$ cat src/rtl/rom_fetch_arbiter_if.sv
// Requester-side bundle for the shared ROM fetch arbiter.
// Two word-fetch ports plus the arbiter busy flag.
interface rom_fetch_arbiter_if #(
  parameter int ADDRESS_WIDTH = 14,
  parameter int WORD_BYTES    = 4
);

  logic                       p0_req;
  logic [ADDRESS_WIDTH-1:0]   p0_addr;
  logic                       p0_done;
  logic [8*WORD_BYTES-1:0]    p0_rdata;

  logic                       p1_req;
  logic [ADDRESS_WIDTH-1:0]   p1_addr;
  logic                       p1_done;
  logic [8*WORD_BYTES-1:0]    p1_rdata;

  logic                       busy;

  modport master (
    output p0_req,
    output p0_addr,
    input  p0_done,
    input  p0_rdata,
    output p1_req,
    output p1_addr,
    input  p1_done,
    input  p1_rdata,
    input  busy
  );

  modport slave (
    input  p0_req,
    input  p0_addr,
    output p0_done,
    output p0_rdata,
    input  p1_req,
    input  p1_addr,
    output p1_done,
    output p1_rdata,
    output busy
  );

endinterface

$ cat src/rtl/rom_fetch_arbiter.sv
// Round-robin arbiter sharing a byte-wide registered ROM between two
// word fetchers; assembles WORD_BYTES bytes little-endian per grant.
module rom_fetch_arbiter #(
  parameter int ADDRESS_WIDTH = 14,
  parameter int WORD_BYTES    = 4
) (
  input  logic                     clk,
  input  logic                     rst_n,
  rom_fetch_arbiter_if.slave       bus,
  output logic [ADDRESS_WIDTH-1:0] rom_addr,
  input  logic [7:0]               rom_data
);

  localparam int AW = ADDRESS_WIDTH;
  localparam int WW = 8 * WORD_BYTES;
  localparam int CW = $clog2(WORD_BYTES + 1);

  typedef enum logic [1:0] {
    IDLE,
    FETCH,
    DONE
  } state_t;

  state_t          state;
  logic [CW-1:0]   cnt;
  logic            owner;
  logic            last_grant;
  logic [AW-1:0]   base;
  logic [AW-1:0]   addr_q;
  logic [WW-1:0]   word_q;
  logic            busy_q;
  logic            p0_done_q;
  logic            p1_done_q;
  logic [WW-1:0]   p0_rdata_q;
  logic [WW-1:0]   p1_rdata_q;

  logic            gnt_any;
  logic            gnt_sel;
  logic [AW-1:0]   gnt_addr;
  logic [AW-1:0]   next_addr;

  assign rom_addr     = addr_q;
  assign bus.busy     = busy_q;
  assign bus.p0_done  = p0_done_q;
  assign bus.p1_done  = p1_done_q;
  assign bus.p0_rdata = p0_rdata_q;
  assign bus.p1_rdata = p1_rdata_q;

  // Under contention the port that did not win last time goes next.
  always_comb begin
    gnt_any = bus.p0_req | bus.p1_req;
    gnt_sel = 1'b0;
    unique case (1'b1)
      bus.p0_req & bus.p1_req:  gnt_sel = ~last_grant;
      bus.p0_req & ~bus.p1_req: gnt_sel = 1'b0;
      ~bus.p0_req & bus.p1_req: gnt_sel = 1'b1;
      default:                  gnt_sel = 1'b0;
    endcase
    gnt_addr = gnt_sel ? bus.p1_addr : bus.p0_addr;
  end

  // Wraps naturally at 2^AW.
  assign next_addr = base + AW'(cnt) + AW'(1);

  always_ff @(posedge clk) begin
    if (!rst_n) begin
      state      <= IDLE;
      cnt        <= '0;
      owner      <= 1'b0;
      last_grant <= 1'b1;
      base       <= '0;
      addr_q     <= '0;
      word_q     <= '0;
      busy_q     <= 1'b0;
      p0_done_q  <= 1'b0;
      p1_done_q  <= 1'b0;
      p0_rdata_q <= '0;
      p1_rdata_q <= '0;
    end else begin
      p0_done_q <= 1'b0;
      p1_done_q <= 1'b0;
      unique case (state)
        IDLE: begin
          if (gnt_any) begin
            owner      <= gnt_sel;
            last_grant <= gnt_sel;
            base       <= gnt_addr;
            addr_q     <= gnt_addr;
            cnt        <= '0;
            busy_q     <= 1'b1;
            state      <= FETCH;
          end
        end
        FETCH: begin
          if (cnt < CW'(WORD_BYTES - 1)) begin
            addr_q <= next_addr;
          end
          // ROM data lags the issued address by one edge.
          for (int i = 0; i < WORD_BYTES; i++) begin
            if (cnt == CW'(i + 1)) begin
              word_q[8*i +: 8] <= rom_data;
            end
          end
          if (cnt == CW'(WORD_BYTES)) begin
            state <= DONE;
          end else begin
            cnt <= cnt + CW'(1);
          end
        end
        DONE: begin
          if (owner) begin
            p1_rdata_q <= word_q;
            p1_done_q  <= 1'b1;
          end else begin
            p0_rdata_q <= word_q;
            p0_done_q  <= 1'b1;
          end
          busy_q <= 1'b0;
          state  <= IDLE;
        end
        default: begin
          busy_q <= 1'b0;
          state  <= IDLE;
        end
      endcase
    end
  end

endmodule
$ cat src/flat_wrapper.sv
// flat-port wrapper written by rule: the top's interface ports become plain ports
module rom_fetch_arbiter_flat 
#(
  parameter int ADDRESS_WIDTH = 14,
  parameter int WORD_BYTES    = 4
)
  (clk, rst_n, rom_addr, rom_data, bus_p0_req, bus_p0_addr, bus_p0_done, bus_p0_rdata, bus_p1_req, bus_p1_addr, bus_p1_done, bus_p1_rdata, bus_busy);
  rom_fetch_arbiter_if #(.ADDRESS_WIDTH(ADDRESS_WIDTH), .WORD_BYTES(WORD_BYTES)) bus_i ();
  input  logic clk;
  input  logic rst_n;
  output logic [ADDRESS_WIDTH-1:0] rom_addr;
  input  logic [7:0] rom_data;
  input wire logic [$bits(bus_i.p0_req)-1:0] bus_p0_req;
  input wire logic [$bits(bus_i.p0_addr)-1:0] bus_p0_addr;
  output wire logic [$bits(bus_i.p0_done)-1:0] bus_p0_done;
  output wire logic [$bits(bus_i.p0_rdata)-1:0] bus_p0_rdata;
  input wire logic [$bits(bus_i.p1_req)-1:0] bus_p1_req;
  input wire logic [$bits(bus_i.p1_addr)-1:0] bus_p1_addr;
  output wire logic [$bits(bus_i.p1_done)-1:0] bus_p1_done;
  output wire logic [$bits(bus_i.p1_rdata)-1:0] bus_p1_rdata;
  output wire logic [$bits(bus_i.busy)-1:0] bus_busy;
  assign bus_i.p0_req = bus_p0_req;
  assign bus_i.p0_addr = bus_p0_addr;
  assign bus_p0_done = bus_i.p0_done;
  assign bus_p0_rdata = bus_i.p0_rdata;
  assign bus_i.p1_req = bus_p1_req;
  assign bus_i.p1_addr = bus_p1_addr;
  assign bus_p1_done = bus_i.p1_done;
  assign bus_p1_rdata = bus_i.p1_rdata;
  assign bus_busy = bus_i.busy;
  rom_fetch_arbiter #(.ADDRESS_WIDTH(ADDRESS_WIDTH), .WORD_BYTES(WORD_BYTES)) u_core (.clk(clk), .rst_n(rst_n), .bus(bus_i), .rom_addr(rom_addr), .rom_data(rom_data));
endmodule
$ cat config.mk
export PLATFORM = sky130hd
export DESIGN_NAME = rom_fetch_arbiter_flat
export DESIGN_NICKNAME = d
export VERILOG_FILES = /design/src/rtl/rom_fetch_arbiter_if.sv /design/src/rtl/rom_fetch_arbiter.sv /design/src/flat_wrapper.sv
export SDC_FILE = /design/constraint.sdc
export NUM_CORES = 1
export LEC_CHECK = 0
export BUFFER_PORTS_ARGS = -buffer_cell sky130_fd_sc_hd__buf_2
export CAP_MARGIN = 20
export CORE_ASPECT_RATIO = 1.25
export CORE_MARGIN = 5
export CORE_UTILIZATION = 54
export CTS_CLUSTER_DIAMETER = 120
export CTS_CLUSTER_SIZE = 8
export DETAILED_ROUTE_END_ITERATION = 12
export PLACE_DENSITY = 0.86
export REMOVE_ABC_BUFFERS = 1
export SYNTH_ARGS = -nofsm -noshare
export SYNTH_HDL_FRONTEND = slang
export SYNTH_SLANG_ARGS = --single-unit
$ cat constraint.sdc
create_clock -name clk -period 2.6 [get_ports clk]
set_input_delay 0.39 -clock clk [delete_from_list [all_inputs] [get_ports clk]]
set_output_delay 0.39 -clock clk [all_outputs]
set_load 0.005 [all_outputs]
Word level (Yosys, flattened, before mapping)
Cells that the tools add are included.

RAM bits: 0. Latch bits: 0. Logic and storage cells: 65. Bits in registers: 134. Memories kept: 0. Memory bits (read-only): 0.

Reductions and logical operators: 14. Order comparisons: 1. Equality and inequality tests: 10. Shifts and indexed selects: 0. Multiplexer cells: 15. Divide/modulo/power cells: 0. Bitwise operators: 7. $mul: 0. $add $sub $neg: 3.

Operator list (number): 14-bit two-way mux (3); 14-bit one-hot mux with 2 select lines (1); 2-bit AND reduction (10); 14-bit by 1-bit adder with 14-bit output (second input constant) (1); 14-bit by 3-bit adder with 14-bit output (1); 3-bit by 2-bit equality test with 1-bit output (second input constant) (2); 3-bit two-way mux (2); 2-bit by 1-bit != test with 1-bit output (second input constant) (3); 3-bit one-hot mux with 2 select lines (1); 3-bit AND reduction (2); 2-bit two-way mux (2); 1-bit inverter (4); 1-bit one-hot mux with 2 select lines (2); 2-bit one-hot mux with 2 select lines (1); 3-bit by 1-bit adder with 3-bit output (second input constant) (1); 3-bit by 1-bit equality test with 1-bit output (second input constant) (1); 3-bit equality test (second input constant) (1); 3-bit by 2-bit less-than comparator with 1-bit output (second input constant) (1); 1-bit two-way mux (3); 1-bit AND (2); 2-bit by 1-bit equality test with 1-bit output (second input constant) (1); 2-bit equality test (second input constant) (1); 2-bit logical NOT (1); 2-bit != test (second input constant) (1); 2 further kinds (2).

Longest topological paths before layout
Word-level depth: 6. Gate-level depth with buffers: 9. Mapped depth without buffers: 9.

Worst setup path after synthesis
Ideal clock, no wire load.

Kind: flip-flop to flip-flop. From: reg u_core.cnt[0]. To: reg u_core.addr_q[10] (netlist: u_core.rom_addr[10]). Buffers on the path: 0. Stages on the path, launching flop included: 10. Data required time: 2469 ps. Arrival: 1849 ps. Path slack: 620 ps. Path through: dfxtp_1 inv_1 ha_1 inv_1 fa_1 a21oi_1 nor4b_2 xor2_1 o211ai_1 a21oi_2.

Cells in the longest elaborated chain, start to end: 4.

RTL lines: start, declared (RTL line rom_fetch_arbiter.sv:25) `logic [CW-1:0] cnt;`; start signal, assigned (RTL line rom_fetch_arbiter.sv:107) `cnt <= cnt + CW'(1);`; 14-bit by 3-bit adder with 14-bit output (RTL line rom_fetch_arbiter.sv:63) `assign next_addr = base + AW'(cnt) + AW'(1);`; 14-bit by 1-bit adder with 14-bit output (RTL line rom_fetch_arbiter.sv:63); 14-bit two-way mux (RTL line rom_fetch_arbiter.sv:95) `if (cnt < CW'(WORD_BYTES - 1)) begin`; 14-bit one-hot mux with 2 select lines (RTL line rom_fetch_arbiter.sv:82) `unique case (state)`; end signal, assigned (RTL line rom_fetch_arbiter.sv:88) `addr_q <= gnt_addr;`; end signal, assigned (RTL line rom_fetch_arbiter.sv:96) `addr_q <= next_addr;`; end, declared (RTL line rom_fetch_arbiter.sv:29) `logic [AW-1:0] addr_q;`.

Parallel ways exist; a longest one is shown, timed or not. The select of a mux whose other input is x is not followed. A chain may end at the register's enable or synchronous reset.

Worst setup path after layout
Same ends and word-level chain as after synthesis.

==> summary.txt <==
Run status
  • Status: finished, final reports clean

Logic synthesis
  • Cells after Synth: between 600 and 700
  • Synth unique cells: 51
  • EDFF count, synth: 0
  • Register bit count reported by yosys: about 130
  • Avg Inst Size Synth: just over 8 um2
  • Main synth FF type: dfxtp_1
  • Register area share after synthesis: just over 50%
  • Mapped Area: about 5300 um2
  • Async S/R FF share, synth: 0%
  • YS warnings: 0

Detailed routing
  • WL/cell: roughly 15 um
  • Vias: 4857
  • DRT Wirelength: 13500 um
  • Via density: ~5.4
  • DRC: 0
  • DRT iter0 DRCs: roughly 320
  • DR pass1 iterations: 7
  • Routed Antenna Nets: 0

Timing
  • Final Max Slew Viols: 0
  • Setup TNS: 0 ps
  • Worst-margin pin slew: roughly 750 ps
  • Final Hold Vio Count: 0
  • Max Clk Rate: 441 MHz
  • Endpoints failing setup: 0
  • RSZ-0062 raised after global routing: false
  • Clock period minus worst slack: 2270 ps
  • Worst slew margin: around 50%
  • Final Cycle Share: 87.2%
  • Fin Clk Skew: between 5 and 6 ps

Clock network
  • # resized after CTS: 0
  • Postcts setup bufs: 0
  • Hold buffer count at cts: 0
  • Total CTS buffers: 17
  • Clk root buf: clkbuf_16
  • CTS Buffer Depth: 2
  • Clk sink count: approximately 130
  • CTS tree: built
  • CTS clock-pin slew for the worst setup and hold paths: 60 ps
  • Worst skew pair latency: 410 ps
  • H-tree Lvls: 4

Global routing
  • Pin count of the biggest net entering global routing: 74
  • Total global-route track usage: ~23%
  • Initial antenna violation count: 0
  • Global-route wire length before repair: about 22000 um
  • Gr ovfl total: 0
  • Vias in the first global route: 4732

Worst hold path
  • Hold WC Path Type: in -> reg

Cells and area
  • Highest-count cells in the layout ignoring fill and taps: 214 x nand2_1, 134 x dfxtp_1, 120 x buf_2, 114 x a21oi_1, 34 x nor2_1
  • Most common cell after layout, fill and taps aside: nand2_1
  • Final design utilization: between 60 and 70%
  • Synth-to-layout area growth: 24.5%
  • FF+latch area: roughly 2700 um2
  • # fillers: 772
  • Share of cells above drive strength 1: between 20% and 30%
  • Post-layout net count: approximately 800
  • # diodes: 0
  • Multi-input gate area: about 2400 um2

Floorplanning
  • IO Pins: approximately 120
  • DIE AREA: roughly 12000 um2
  • Cell Rows: 40
  • Die Y: between 100 and 150 um
  • Core ar.: between 9000 and 10000 um2
  • Die Wd: roughly 100 um
  • Initial Utilization: 55.3%

Worst setup path
  • Worst Path Arrival: between 2000 and 3000 ps
  • Reg2reg setup slack: 330 ps
  • R2R Path End: u_core.rom_addr[10]
  • Worst-path fanout max: 5
  • Critical path data required time: around 2900 ps
  • Crit path kind: reg -> reg
  • Setup crit end: u_core.rom_addr[10]
  • Startpoint types: flip-flop
  • R2r startpoint: u_core.cnt[0]
  • R2R depth: 9
  • Critical Path End Type: flip-flop
  • Worst setup startpoint: u_core.cnt[0]

Power
  • PwrDens: between 700 and 800 nW/um2
  • Leak: 2.72 nW
  • Worst vdd ir: around 0.00050 V

Placed design
  • # port buffers: 120
  • Detailed Place HPWL: slightly above 9000 um
  • Routability cong.: approximately 0.83

Flow run
  • MaxCap Viol Count: 0
-- area by class of cell --
type | instances | area share (%)
Clock buffer | 25 | 7.79
Clock inverter | 7 | 2.10
Inverter | 5 | 0.303
Multi-Input combinational cell | 470 | 36.7
Sequential cell | 134 | 40.5
Tap cell | 126 | 2.38
Timing Repair Buffer | 128 | 10.2
-- Yosys cell counts (2+ instances only) --
master | count | area share, %
a211oi_1 | 16 | 2.3
a21oi_1 | 114 | 11
a22oi_1 | 2 | 0.28
and2_1 | 3 | 0.35
and3_1 | 2 | 0.24
buf_1 | 2 | 0.14
buf_2 | 15 | 1.4
buf_4 | 2 | 0.28
clkbuf_1 | 21 | 1.5
dfxtp_1 | 134 | 50
ha_1 | 7 | 1.6
inv_1 | 4 | 0.28
mux2i_1 | 13 | 2.4
nand2_1 | 214 | 15
nand2b_1 | 3 | 0.35
nand3_1 | 4 | 0.38
nand4_1 | 3 | 0.35
nor2_1 | 34 | 2.4
nor2_2 | 2 | 0.24
nor3b_1 | 2 | 0.28
nor4b_2 | 2 | 0.56
o211ai_1 | 5 | 0.71
o21ai_0 | 4 | 0.38
o21ai_1 | 3 | 0.28
o22ai_1 | 4 | 0.47
xor2_1 | 10 | 1.6
-- critical path, stage by stage (launching register included) --
cell and delay, ps:
dfxtp_1 360, inv_1 120, ha_1 160, inv_1 50, fa_1 410, a21oi_1 450
nor4b_2 110, xor2_1 160, o211ai_1 230, a21oi_2 80
-- worst min path at each step --
stage | start | to | slack (ps) | depth (start not counted)
3_5_place_dp | u_core.bus.p0_rdata[26] | u_core.bus.p0_rdata[26] | 440 | 2
5_1_grt | rom_data[1] | u_core.word_q[1] | 250 | 3
2_1_floorplan | u_core.base[0] | u_core.base[0] | 440 | 2
6_report | bus_p1_addr[11] | u_core.base[11] | 270 | 3
4_1_cts | rom_data[1] | u_core.word_q[1] | 250 | 3
3_3_place_gp | u_core.rom_addr[7] | u_core.rom_addr[7] | 440 | 2
-- kinds of logic after synthesis --
group,after synthesis,share of synthesized area (%)
XOR/XNOR,11,1.81
adder cells (fa/ha/maj),8,2.02
AO/OA/AOI/OAI,158,17.0
flip-flops,134,50.5
AND/OR/NAND/NOR,279,22.1
multiplexers,14,2.66
buffers and inverters,46,3.95
-- power breakdown --
part,switching (mW),total (mW),internal [mW]
clock,0.830,2.59,1.76
combinational,0.217,0.364,0.147
sequential,0.0581,2.17,2.12
total,1.11,5.13,4.02
-- routing by layer --
layer,part of all wire [%],GRT usage (%)
met5,0,0
met4,1.5,8.45
met3,9.2,7.02
met2,50,39.6
met1,40,25.7
-- metrics by stage --
| step | cell area, um2 | setup WS, ps | hold WS [ps] | std cells | total power, mW |
|---|---|---|---|---|---|
| floorplan | 5120 | 564 | 443 | 609 | 2.42 |
| global placement | 5960 | 460 | 440 | 863 | 2.56 |
| detailed placement | 5960 | 336 | 444 | 863 | 2.58 |
| CTS | 6620 | 325 | 253 | 895 | 5.15 |
| global route | 6620 | 165 | 251 | 895 | 5.30 |
| finish | 6620 | 333 | 265 | 895 | 5.13 |
-- flip-flops by register name, indices dropped and copies added (netlist names) --
signal               count
u_core.base             14
u_core.bus.busy          1
u_core.bus.p0_done       1
u_core.bus.p0_rdata     32
u_core.bus.p1_done       1
u_core.bus.p1_rdata     32
u_core.cnt               3
u_core.last_grant        1
u_core.owner             1
u_core.rom_addr         14
u_core.state             2
u_core.word_q           32
Power figures use the tool's default switching activity.
